**src/rtl/fsm_burst_read_pkg.sv**
```systemverilog
// Shared types and default sizing for the burst read sequencer.
package fsm_burst_pkg;

    localparam int DEF_MAX_LEN  = 16;
    localparam int DEF_MAX_WAIT = 8;

    typedef enum logic [2:0] {
        IDLE = 3'd0,
        READ = 3'd1,
        DLY  = 3'd2,
        DONE = 3'd3,
        ERR  = 3'd4
    } state_t;

endpackage

```
**src/rtl/fsm_burst_read_wait_cnt.sv**
```systemverilog
// Saturating wait-state counter for one beat. Only built when the
// FSM_BURST_TIMEOUT_EN macro is defined.
// hit flags that the count reaches MAX_WAIT at the coming clock edge,
// so the sequencer can leave DLY on the same edge that records the
// final retry.
module fsm_wait_cnt
    import fsm_burst_pkg::*;
#(
    parameter int MAX_WAIT = DEF_MAX_WAIT,
    parameter int W        = $clog2(MAX_WAIT + 1)
) (
    input  logic clk,
    input  logic rst_n,
    input  logic inc,
    input  logic clr,
    output logic hit
);

    logic [W-1:0] count_q;
    logic [W-1:0] count_d;

    // Next count: clear wins, otherwise increment until saturated at MAX_WAIT.
    always_comb begin
        // NOTE: assign every always_comb output a default first so no path leaves it unassigned (no latch).
        count_d = count_q;
        if (clr) begin
            count_d = '0;
        end else if (inc && (count_q != W'(MAX_WAIT))) begin
            count_d = count_q + W'(1);
        end
    end

    assign hit = (count_d == W'(MAX_WAIT));

    // Count register with synchronous active-low reset.
    always_ff @(posedge clk) begin
        // NOTE: sequential state uses non-blocking assignments so every flop samples pre-edge values.
        if (!rst_n) begin
            count_q <= '0;
        end else begin
            count_q <= count_d;
        end
    end

endmodule

```
**src/rtl/fsm_burst_read.sv**
```systemverilog
// Burst read sequencer: issues 1..MAX_LEN read beats per start request,
// retrying a beat while the target asserts ws. Outputs are registered
// and decoded from the next state.
// Optional feature macro: FSM_BURST_TIMEOUT_EN -- when defined, MAX_WAIT
// consecutive ws=1 retries on one beat terminate the burst through ERR.
module fsm_burst_read
    import fsm_burst_pkg::*;
#(
    parameter int MAX_LEN  = DEF_MAX_LEN,
    parameter int MAX_WAIT = DEF_MAX_WAIT,
    parameter int LEN_W    = $clog2(MAX_LEN),
    parameter int CNT_W    = $clog2(MAX_LEN + 1)
) (
    input  logic             clk,
    input  logic             rst_n,
    input  logic             start,
    input  logic [LEN_W-1:0] len,
    input  logic             ws,
    output logic             rd,
    output logic             ds,
    output logic             busy,
    output logic             err,
    output logic [CNT_W-1:0] beat_cnt
);

    // Elaboration-time guards on the configuration.
    if ((MAX_LEN < 2) || ((MAX_LEN & (MAX_LEN - 1)) != 0)) begin : g_bad_max_len
        $error("fsm_burst_read: MAX_LEN must be a power of two >= 2");
    end
    if (MAX_WAIT < 1) begin : g_bad_max_wait
        $error("fsm_burst_read: MAX_WAIT must be >= 1");
    end

    state_t           state_q, state_d;
    logic [LEN_W-1:0] len_q, len_d;
    logic [CNT_W-1:0] cnt_q, cnt_d;
    logic             rd_q, rd_d;
    logic             ds_q, ds_d;
    logic             busy_q, busy_d;

`ifdef FSM_BURST_TIMEOUT_EN
    logic err_q, err_d;
    logic wait_inc, wait_clr, wait_hit;

    // Count retries on the current beat; restart on a new burst or a completed beat.
    assign wait_inc = (state_q == DLY) && ws;
    assign wait_clr = ((state_q == IDLE) && start) || ((state_q == DLY) && !ws);

    fsm_wait_cnt #(
        .MAX_WAIT (MAX_WAIT)
    ) u_wait_cnt (
        .clk   (clk),
        .rst_n (rst_n),
        .inc   (wait_inc),
        .clr   (wait_clr),
        .hit   (wait_hit)
    );
`endif

    // Next-state logic: burst acceptance, beat retry/complete, termination.
    always_comb begin
        state_d = state_q;
        len_d   = len_q;
        cnt_d   = cnt_q;
        case (state_q)
            IDLE: begin
                if (start) begin
                    state_d = READ;
                    len_d   = len;
                    cnt_d   = '0;
                end
            end
            READ: state_d = DLY;
            DLY: begin
                if (ws) begin
`ifdef FSM_BURST_TIMEOUT_EN
                    state_d = wait_hit ? ERR : READ;
`else
                    state_d = READ;
`endif
                end else begin
                    cnt_d   = cnt_q + CNT_W'(1);
                    // Last beat completes when the beats done so far equal len.
                    state_d = (cnt_q == CNT_W'(len_q)) ? DONE : READ;
                end
            end
            DONE, ERR: state_d = IDLE;
            default:   state_d = IDLE;
        endcase
    end

    // Output decode from the next state so outputs track the state they enter with.
    always_comb begin
        rd_d   = (state_d == READ) || (state_d == DLY);
        ds_d   = (state_d == DONE) || (state_d == ERR);
        busy_d = (state_d != IDLE);
`ifdef FSM_BURST_TIMEOUT_EN
        err_d  = (state_d == ERR);
`endif
    end

    // State, beat count and registered outputs with synchronous active-low reset.
    always_ff @(posedge clk) begin
        if (!rst_n) begin
            state_q <= IDLE;
            cnt_q   <= '0;
            rd_q    <= 1'b0;
            ds_q    <= 1'b0;
            busy_q  <= 1'b0;
`ifdef FSM_BURST_TIMEOUT_EN
            err_q   <= 1'b0;
`endif
        end else begin
            state_q <= state_d;
            cnt_q   <= cnt_d;
            rd_q    <= rd_d;
            ds_q    <= ds_d;
            busy_q  <= busy_d;
`ifdef FSM_BURST_TIMEOUT_EN
            err_q   <= err_d;
`endif
        end
    end

    // Latched burst length.
    always_ff @(posedge clk) begin
        // NOTE: len_q is only read after IDLE loads it with start, so it carries no reset.
        len_q <= len_d;
    end

    assign rd       = rd_q;
    assign ds       = ds_q;
    assign busy     = busy_q;
    assign beat_cnt = cnt_q;
`ifdef FSM_BURST_TIMEOUT_EN
    assign err      = err_q;
`else
    assign err      = 1'b0;
`endif

endmodule

```
**config.mk**
```make
export PLATFORM = sky130hd
export DESIGN_NAME = fsm_burst_read
export DESIGN_NICKNAME = d
export VERILOG_FILES = /design/src/rtl/fsm_burst_read_pkg.sv /design/src/rtl/fsm_burst_read_wait_cnt.sv /design/src/rtl/fsm_burst_read.sv
export SDC_FILE = /design/constraint.sdc
export NUM_CORES = 1
export LEC_CHECK = 0
export ABC_AREA = 1
export CAP_MARGIN = 5
export CORE_UTILIZATION = 45
export CTS_BUF_LIST = sky130_fd_sc_hd__clkbuf_8 sky130_fd_sc_hd__clkbuf_16
export CTS_CLUSTER_DIAMETER = 30
export DETAILED_ROUTE_END_ITERATION = 7
export GPL_TIMING_DRIVEN = 0
export PLACE_DENSITY = 0.73
export SETUP_SLACK_MARGIN = 0.3
export SLEW_MARGIN = 30
export SYNTH_ARGS = -nofsm -noshare
export SYNTH_HDL_FRONTEND = slang
export SYNTH_SLANG_ARGS = --single-unit
```
**constraint.sdc**
```tcl
create_clock -name clk -period 1.4 [get_ports clk]
set_input_delay 0.28 -clock clk [delete_from_list [all_inputs] [get_ports clk]]
set_output_delay 0.28 -clock clk [all_outputs]
set_load 0.01 [all_outputs]
```
==> results of run 1 <==
==> path summary, 6_finish.rpt <==
| kind | start | end | slack [ns] | depth (start not counted) |
|---|---|---|---|---|
| worst max-delay path | beat_cnt[0] | beat_cnt[4] | 0.29 | 7 |
| worst min-delay path | beat_cnt[1] | beat_cnt[1] | 0.52 | 2 |
| worst max register to register | beat_cnt[0] | beat_cnt[4] | 0.29 | 7 |
| worst min register to register | beat_cnt[1] | beat_cnt[1] | 0.52 | 2 |
==> synth_stat cells <==
cell type  number
o21ai_0         2
o21ai_1         1
buf_4           1
buf_2           1
inv_2           1
dfxtp_1        11
conb_1          1
nand3_2         1
nand2_2         2
nand4_1         3
ha_1            1
nand2_1        21
a21oi_1         6
nand3_1         7
nor2_4          1
nor2_2          2
xnor2_1         1
inv_1          15
nor2_1         18
edfxtp_1        4
nand3b_1        2
==> where the power goes <==
| part | switching (mW) | leakage [nW] | internal (mW) | total [mW] |
|---|---|---|---|---|
| combinational | 0.0412 | 0.306 | 0.0369 | 0.0781 |
| clock | 0.145 | 0.0269 | 0.194 | 0.338 |
| sequential | 0.00819 | 0.131 | 0.453 | 0.461 |
| total | 0.194 | 0.464 | 0.684 | 0.878 |
==> layout by cell type, fill, tap and decap left out <==
master           synthesis  routed
a21oi_2                  0       2
dfxtp_1                 11       4
nand2_2                  2       3
xnor2_1                  1       1
nor2_4                   1       2
nand2_1                 21      20
dfxtp_2                  0       4
dfxtp_4                  0       3
inv_1                   15      15
dlygate4sd2_1            0       2
ha_4                     0       1
clkdlybuf4s50_1          0       6
buf_2                    1       2
nand3b_1                 2       2
nand3_2                  1       2
clkdlybuf4s15_2          0       1
buf_4                    1       6
nor2_2                   2       3
nand3_1                  7       6
a21oi_1                  6       4
o21ai_0                  2       1
clkbuf_8                 0       3
nand4_1                  3       3
nor2_1                  18      16
conb_1                   1       2
edfxtp_1                 4       4
inv_2                    1       2
clkbuf_2                 0       2
o21ai_1                  1       2
clkdlybuf4s15_1          0       2
==> state kept, by name, summed over array words and instances, names as in the netlist <==
register,flops
ds,1
state_q,3
rd,1
len_q,4
busy,1
beat_cnt,5
==> cell type report <==
class,instances,share of cell area [%]
Multi-Input combinational cell,70,36.3
Inverter,16,5.84
Clock buffer,3,4.01
Clock inverter,1,0.365
Timing Repair Buffer,19,15.5
Tap cell,16,1.95
Buffer,2,1.46
Sequential cell,15,34.7
==> repair_timing <==
item	CTS	global route
hold buffers	0	0
setup buffers	4	0
gates resized for setup	25	19
hold endpoints to repair	0	0
pin swaps	1	2
setup endpoints to repair	16	16
==> metal layers <==
| metal | wire length, um | up-vias | global-route usage, % |
|---|---|---|---|
| met5 | 0 | - | 0 |
| met4 | 0 | 0 | 5.63 |
| met3 | 90 | 0 | 4.26 |
| met2 | 817 | 24 | 30.3 |
| met1 | 723 | 313 | 22.3 |
| li1 | - | 366 | - |
==> worst reg2reg max path, cell delays in order (launching register included) <==
cell and delay (ns):
dfxtp_4 0.37, ha_4 0.15, nand3_1 0.09, nand2_1 0.10
nand3_1 0.11, nor2_2 0.10, nor2_1 0.04, nor2_1 0.08
==> cell families (layout without fill, tap and decap cells) <==
family,Yosys count,after routing
other,1,2
buffers and inverters,18,41
DFF,15,15
AOI/OAI and AO/OA,9,9
xor gates and xnor gates,1,1
and+or+nand+nor,57,57
adders and majority gates,1,1
==> metrics by stage <==
| stage | cell area (um2) | setup slack (ns) | hold slack (ns) |
|---|---|---|---|
| finish | 1030 | 0.286 | 0.516 |
| global route | 1030 | 0.202 | 0.535 |
| CTS | 1000 | 0.211 | 0.505 |
| detailed placement | 921 | 0.00768 | 0.496 |
| global placement | 921 | 0.00206 | 0.494 |
| floorplan | 751 | 0.361 | 0.379 |
==> reports/results.ini, run 1 <==
[outcome]
status = finished, final reports clean

[cts]
h-tree-depth = 1
cts_tree = built
path_clk_slew_ns = 0.06
cts-root-buf = clkbuf_8
insertion_delay_ns = 0.24
cts_made_buffers = 3
cts_sinks = 15
clk_path_buf_depth = 2

[timing]
maxSlewViolCount = 0
finalCritPeriodShare_pct = 79.6
setup_tns_ns = 0
setup-violations-final = 0
finClkSkew_ns = 0.00214
fin_crit_ns = 1.11
timing.fmax_mhz = 898
finalHoldViolations = 0
rsz0062_at_grt = yes

[setup_path]
worstSetupPathType = reg -> reg
crit_family = simple AND/OR/NAND/NOR gates
endpoint_kind = flop
cp_max_fo = 4
crit_chain = ha_4, nand3_1, nand2_1, nand3_1, nor2_2, nor2_1, nor2_1
cp.required_ns = 1.57
critPathLaunchType = flop
cpPeakStageDelay_ns = 0.37
cp_slowest_cell = dfxtp_4
crit_buf_inv = 0
critPathArrivalTime_ns = 1.28

[synth]
synthMuxAreaShare_pct = 0
synthTopCellsByArea = dfxtp_1, edfxtp_1, nand2_1
synth_area_um2 = 744
synth_xor_area_share_pct = 1.18
yosysWarnings = 0
netlist.area_leader.share_pct = 29.6
synth_top_family_by_area = simple AND/OR/NAND/NOR gates
synth_compound_area_share_pct = 6.05
synth_cell_types = 21
yosysSeqAreaShare_pct = 45.7
postSynthAreaPerCell_um2 = 7.30
yosys.area_share.simple_pct = 35.1
ys_ff_latch = 15
syn_inst = 102
synth_top_cell_by_area = dfxtp_1
synthAdderAreaFrac_pct = 1.68

[layout]
diodes = 0
final_layout_size_suffix_gt1_share_pct = 28.6
nets = 136
area_growth_pct = 38.2
fin_util_pct = 67.5
multiInputGateArea_um2 = 373
fillCellCount = 123
fin_cells = 142
ff_latch_area_um2 = 357

[min_path]
min_path_type = reg -> reg

[place]
dpl.cell_count = 134
dp_hpwl_mm = 1.08
place.gp.congestion = 0.848
port_buffers = 15

[route]
vias = 703
antenna_left = 0
via_per_inst = 4.95
firstDrtPassIters = 4
drt_iter0_drc = 27
drc_errors = 0
wl_mm = 1.63
wire_per_inst_um = 11.5

[power_and_ir_drop]
power.density_nw_per_um2 = 853
vdd_ir_drop_max_mv = 0.554
leakage_nw = 0.464
fin_total_pwr_mw = 0.878

[die]
start_util_pct = 48.9
die-width_um = 42.7
core_um2 = 1520
num_rows = 14
design.die.area_um2 = 1820
ios = 17
die_y_um = 42.7

[global_route]
grt_max_degree = 9
grt_overflow = 0
grt_usage_pct = 17.9
antenna_found_initial = 0
grt_pass1_vias = 612
grt_pass1_wl_mm = 2.50

[flow_run]
maxCapViolCount = 0

(Power assumes the default switching activity.)
==> inputs of run 2 (changes only) <==
CORE_UTILIZATION = 43   (was 45)
clock period = 1 ns   (was 1.4 ns; I/O delays follow)
==> reports/results.ini, run 2 (synthesis results as in run 1) <==
[setup_path]
crit_chain = nor2_4, nand2_4, nor2_4, nand3b_1, nor2_1, nor2_1
cpPeakStageDelay_ns = 0.34  ; -0.03 ns
cp_slowest_cell = dfxtp_2
crit_buf_inv = 0  ; unchanged
worstSetupPathType = reg -> reg
endpoint_kind = flop
critPathArrivalTime_ns = 1.22  ; -0.06 ns
critPathLaunchType = flop
crit_family = simple AND/OR/NAND/NOR gates
cp_max_fo = 5  ; +1
cp.required_ns = 1.15  ; -0.42 ns

[timing]
timing.fmax_mhz = 933  ; +4.0%
finalHoldViolations = 0  ; unchanged
setup-violations-final = 11  ; +11
setup_tns_ns = -0.589  ; -0.589 ns
setup_slack_ns = -0.0714  ; -0.358 ns
fin_crit_ns = 1.07  ; -0.0424 ns
finalCritPeriodShare_pct = 107  ; +28 points
finClkSkew_ns = 0.00177  ; -0.000377 ns
maxSlewViolCount = 0  ; unchanged
rsz0062_at_grt = yes

[cts]
cts_hold_buf = 0  ; unchanged
insertion_delay_ns = 0.25  ; about the same
clk_path_buf_depth = 2  ; unchanged
cts_made_buffers = 3  ; unchanged
path_clk_slew_ns = 0.06  ; about the same
cts_sinks = 15  ; unchanged
h-tree-depth = 1  ; unchanged
cts_tree = built
cts-root-buf = clkbuf_8

[die]
die_y_um = 43.6  ; +2.2%
start_util_pct = 47.8  ; -1.1 points
num_rows = 14  ; unchanged
design.die.area_um2 = 1900  ; +4.4%
die-width_um = 43.6  ; +2.2%
core_um2 = 1560  ; +2.3%
ios = 17  ; unchanged

[place]
dpl.cell_count = 134  ; unchanged
place.gp.congestion = 0.874  ; +3.0%
port_buffers = 15  ; unchanged
placed_cell_area_um2 = 957  ; +3.9%
dp_hpwl_mm = 1.13  ; +4.5%

[layout]
final_cell_mix = nand2_1, nor2_1, inv_1
nets = 137  ; +0.74%
fillCellCount = 135  ; +9.8%
final_design_area_no_fill_um2 = 1060  ; +2.8%
diodes = 0  ; unchanged
final_layout_size_suffix_gt1_share_pct = 33.9  ; +5.3 points
fin_util_pct = 67.8  ; +0.33 points
fin_cells = 143  ; +0.70%
final_common_cell = nand2_1
largest_reg_flops = 5  ; unchanged
area_growth_pct = 42.0

[route]
drc_errors = 2  ; +2
via_per_inst = 4.91  ; -0.84%
vias = 702  ; -0.14%
drt_iter0_drc = 23  ; -15%
wl_mm = 1.55  ; -5.0%
wire_per_inst_um = 10.8  ; -5.6%
antenna_left = 0  ; unchanged
firstDrtPassIters = 6  ; +2

[global_route]
grt_max_degree = 9  ; unchanged
grt_overflow = 0  ; unchanged
antenna_found_initial = 0  ; unchanged
grt_pass1_wl_mm = 2.43  ; -3.0%
grt_pass1_vias = 597  ; -2.5%
grt_usage_pct = 18.0  ; +0.076 points

[power_and_ir_drop]
power.density_nw_per_um2 = 1160  ; +36%
vdd_ir_drop_max_mv = 0.899  ; +62%
leakage_nw = 0.484  ; +4.5%

[outcome]
status = finished, violations left
violations = design-rule violations, negative setup slack

[min_path]
min_path_type = in -> reg

[flow_run]
maxCapViolCount = 0  ; unchanged

==> run 2: worst reg2reg max path: stages (launching register included) <==
cell      delay (ns)
dfxtp_2         0.34
nor2_4          0.18
nand2_4         0.10
nor2_4          0.11
nand3b_1        0.08
nor2_1          0.12
nor2_1          0.05
==> run 2: path summary, 6_finish.rpt <==
kind	from	end	slack, ns	cells after the start
min reg2reg	beat_cnt[1]	beat_cnt[1]	0.53	2
max reg2reg	state_q[0]	rd	-0.07	6
min	ws	beat_cnt[1]	0.47	4
max	state_q[0]	rd	-0.07	6
==> run 2: report_power, final <==
part / internal, mW / total, mW / leakage (nW) / switching (mW)
Combinational: 0.0499 / 0.109 / 0.326 / 0.0586
Sequential: 0.635 / 0.646 / 0.131 / 0.0112
Clock: 0.272 / 0.476 / 0.0269 / 0.204
==> run 2: metal layers <==
layer	global-route usage (%)	share of wire, %
met1	20.8	45
met2	29.0	49
met5	0	0
met4	11.9	2.5
met3	5.00	3.9
==> run 2: layout make-up <==
class / instances / area [um2] / share of cell area (%)
timing repair buffer: 20 / 178 / 16.8
tap: 16 / 20.0 / 1.89
multi-input combinational: 70 / 378 / 35.7
clock inverter: 1 / 3.75 / 0.355
clock buffer: 3 / 41.3 / 3.91
inverter: 16 / 60.1 / 5.68
buffer: 2 / 18.8 / 1.78
sequential: 15 / 358 / 33.8
==> run 2: metrics by stage <==
step	total power, mW	hold WS, ns	setup WS, ns
detailed placement	0.771	0.493	-0.330
global placement	0.769	0.487	-0.297
floorplan	0.717	0.299	0.0254
finish	1.23	0.471	-0.0714
global route	1.28	0.499	-0.164
CTS	1.24	0.458	-0.0903
==> run 2: timing repair <==
item	in CTS	in global routing
setup endpoints to repair	22	22
hold endpoints to repair	0	0
gates resized for setup	45	2
pin swaps	3	4
buffers inserted	5	0
==> inputs of run 3 (changes only) <==
ABC_CLOCK_PERIOD_IN_PS = 1000   (was default)
RECOVER_POWER = 100   (was default)
==> reports/results.ini, run 3 (synthesis results as in run 1) <==
[timing]
finalCritPeriodShare_pct = 107  ; about the same
timing.fmax_mhz = 933  ; about the same
fin_crit_ns = 1.07  ; +0.000379 ns
setup-violations-final = 11  ; unchanged
rsz0062_at_grt = yes
setup_tns_ns = -0.638  ; -0.0490 ns
setup_slack_ns = -0.0718  ; -0.000379 ns
finClkSkew_ns = 0.00140  ; -0.000364 ns
maxSlewViolCount = 0  ; unchanged
finalHoldViolations = 0  ; unchanged

[layout]
largest_reg_flops = 5  ; unchanged
area_growth_pct = 39.7
final_common_cell = nand2_1
fin_cells = 143  ; unchanged
final_design_area_no_fill_um2 = 1040  ; -1.7%
ff_latch_area_um2 = 350  ; -2.1%
nets = 137  ; unchanged
multiInputGateArea_um2 = 378  ; unchanged
diodes = 0  ; unchanged
final_cell_mix = nand2_1, nor2_1, inv_1
final_layout_size_suffix_gt1_share_pct = 29.9  ; -3.9 points
fillCellCount = 137  ; +1.5%

[die]
start_util_pct = 47.8  ; unchanged
core_um2 = 1560  ; unchanged
die_y_um = 43.6  ; unchanged
die-width_um = 43.6  ; unchanged
num_rows = 14  ; unchanged
ios = 17  ; unchanged
design.die.area_um2 = 1900  ; unchanged

[setup_path]
worstSetupPathType = reg -> reg
crit_buf_inv = 0  ; unchanged
cpPeakStageDelay_ns = 0.34  ; about the same
endpoint_kind = flop
critPathLaunchType = flop
cp_slowest_cell = dfxtp_2
cp_common_cell = nor2_1
crit_family = simple AND/OR/NAND/NOR gates
critPathArrivalTime_ns = 1.21  ; about the same
crit_chain = nor2_4, nand3_2, nand2_2, nor2_1, nor2_1, nor2_1
cp.required_ns = 1.14  ; about the same
cp_max_fo = 5  ; unchanged

[global_route]
grt_overflow = 0  ; unchanged
antenna_found_initial = 0  ; unchanged
grt_max_degree = 9  ; unchanged
grt_usage_pct = 18.0  ; unchanged
grt_pass1_wl_mm = 2.43  ; unchanged
grt_pass1_vias = 597  ; unchanged

[power_and_ir_drop]
pwr-share-clk_pct = 38.6  ; about the same
internal-power_mw = 0.958  ; about the same
power_switching_mw = 0.273  ; -0.46%
fin_total_pwr_mw = 1.23  ; about the same
p_sw_share_pct = 22.2  ; -0.092 points
seqPwrFrac_pct = 53.0  ; +0.5 points
power.density_nw_per_um2 = 1180  ; +1.6%
leakage_nw = 0.470  ; -3.0%
vdd_ir_drop_max_mv = 0.907  ; +0.86%
comb_power_share_pct = 8.5  ; -0.3 points

[place]
dpl.cell_count = 134  ; unchanged
dp_hpwl_mm = 1.13  ; unchanged
place.gp.congestion = 0.874  ; unchanged
placed_cell_area_um2 = 957  ; unchanged
port_buffers = 15  ; unchanged

[route]
via_per_inst = 4.89  ; -0.43%
wl_mm = 1.54  ; -0.39%
drc_errors = 2  ; unchanged
antenna_left = 0  ; unchanged
wire_per_inst_um = 10.8  ; -0.39%
firstDrtPassIters = 6  ; unchanged
drt_iter0_drc = 20  ; -13%
vias = 699  ; -0.43%

[outcome]
status = finished, violations left
violations = design-rule violations, negative setup slack

[cts]
h-tree-depth = 1  ; unchanged
path_clk_slew_ns = 0.06  ; about the same
cts_hold_buf = 0  ; unchanged
cts_tree = built
cts-root-buf = clkbuf_8
cts_made_buffers = 3  ; unchanged
clk_path_buf_depth = 2  ; unchanged
insertion_delay_ns = 0.25  ; about the same
cts_sinks = 15  ; unchanged

[flow_run]
maxCapViolCount = 0  ; unchanged

[min_path]
min_path_type = in -> reg

==> run 3: cell count changes in the layout (fill, tap and decap cells not counted), moves of 2 or more <==
cell,change
buf_2,-3
clkbuf_1,+3
clkdlybuf4s50_1,-4
dfxtp_1,+2
dfxtp_4,-2
dlygate4sd3_1,+4
==> run 3: timing repair <==
item	4_1_cts	5_1_grt
setup buffers	5	0
pin swaps	3	4
resized for setup	45	2
setup endpoints to repair	22	22
==> run 3: worst paths after layout <==
check                                  from     endpoint  slack (ns)  depth (start not counted)
worst min register to register  beat_cnt[1]  beat_cnt[1]        0.52                          2
worst max register to register   state_q[0]  beat_cnt[4]       -0.07                          6
worst max-delay path             state_q[0]  beat_cnt[4]       -0.07                          6
worst min-delay path                     ws  beat_cnt[1]        0.48                          4
==> run 3: through the flow <==
stage / util, % / worst slack, ns / hold slack [ns]
final: 66.7 / -0.0718 / 0.476
after global routing: 66.7 / -0.164 / 0.499
after CTS: 67.5 / -0.0903 / 0.458
after detailed placement: 61.4 / -0.330 / 0.493
after global placement: 61.4 / -0.297 / 0.487
after floorplan: - / 0.0254 / 0.299
==> run 3: worst min-delay path: stages <==
cell           delay (ns)
dlygate4sd2_1        0.31
nor2_4               0.07
nand2_1              0.05
a21oi_1              0.06
==> run 3: cell type report <==
| type | count | share of cell area (%) |
|---|---|---|
| Inverter | 16 | 5.78 |
| Clock buffer | 3 | 3.97 |
| Multi-Input combinational cell | 70 | 36.3 |
| Clock inverter | 1 | 0.361 |
| Buffer | 2 | 1.81 |
| Timing Repair Buffer | 20 | 16.1 |
| Sequential cell | 15 | 33.7 |
| Tap cell | 16 | 1.93 |
==> run 3: per-layer routing <==
metal	GRT usage [%]	vias up	part of all wire (%)	wire [um]
li1	-	367	-	-
met1	20.8	306	44	682
met2	29.0	20	48	744
met3	5.00	6	5.4	84
met4	11.9	0	2.1	32
met5	0	-	0	0
==> run 3: power groups by stage <==
stage	logic (mW)	clock network, mW	registers (mW)
after floorplan	0.0541	0	0.663
after global placement	0.108	0	0.661
after detailed placement	0.109	0	0.662
after CTS	0.109	0.489	0.646
after global routing	0.114	0.511	0.654
final	0.104	0.475	0.652
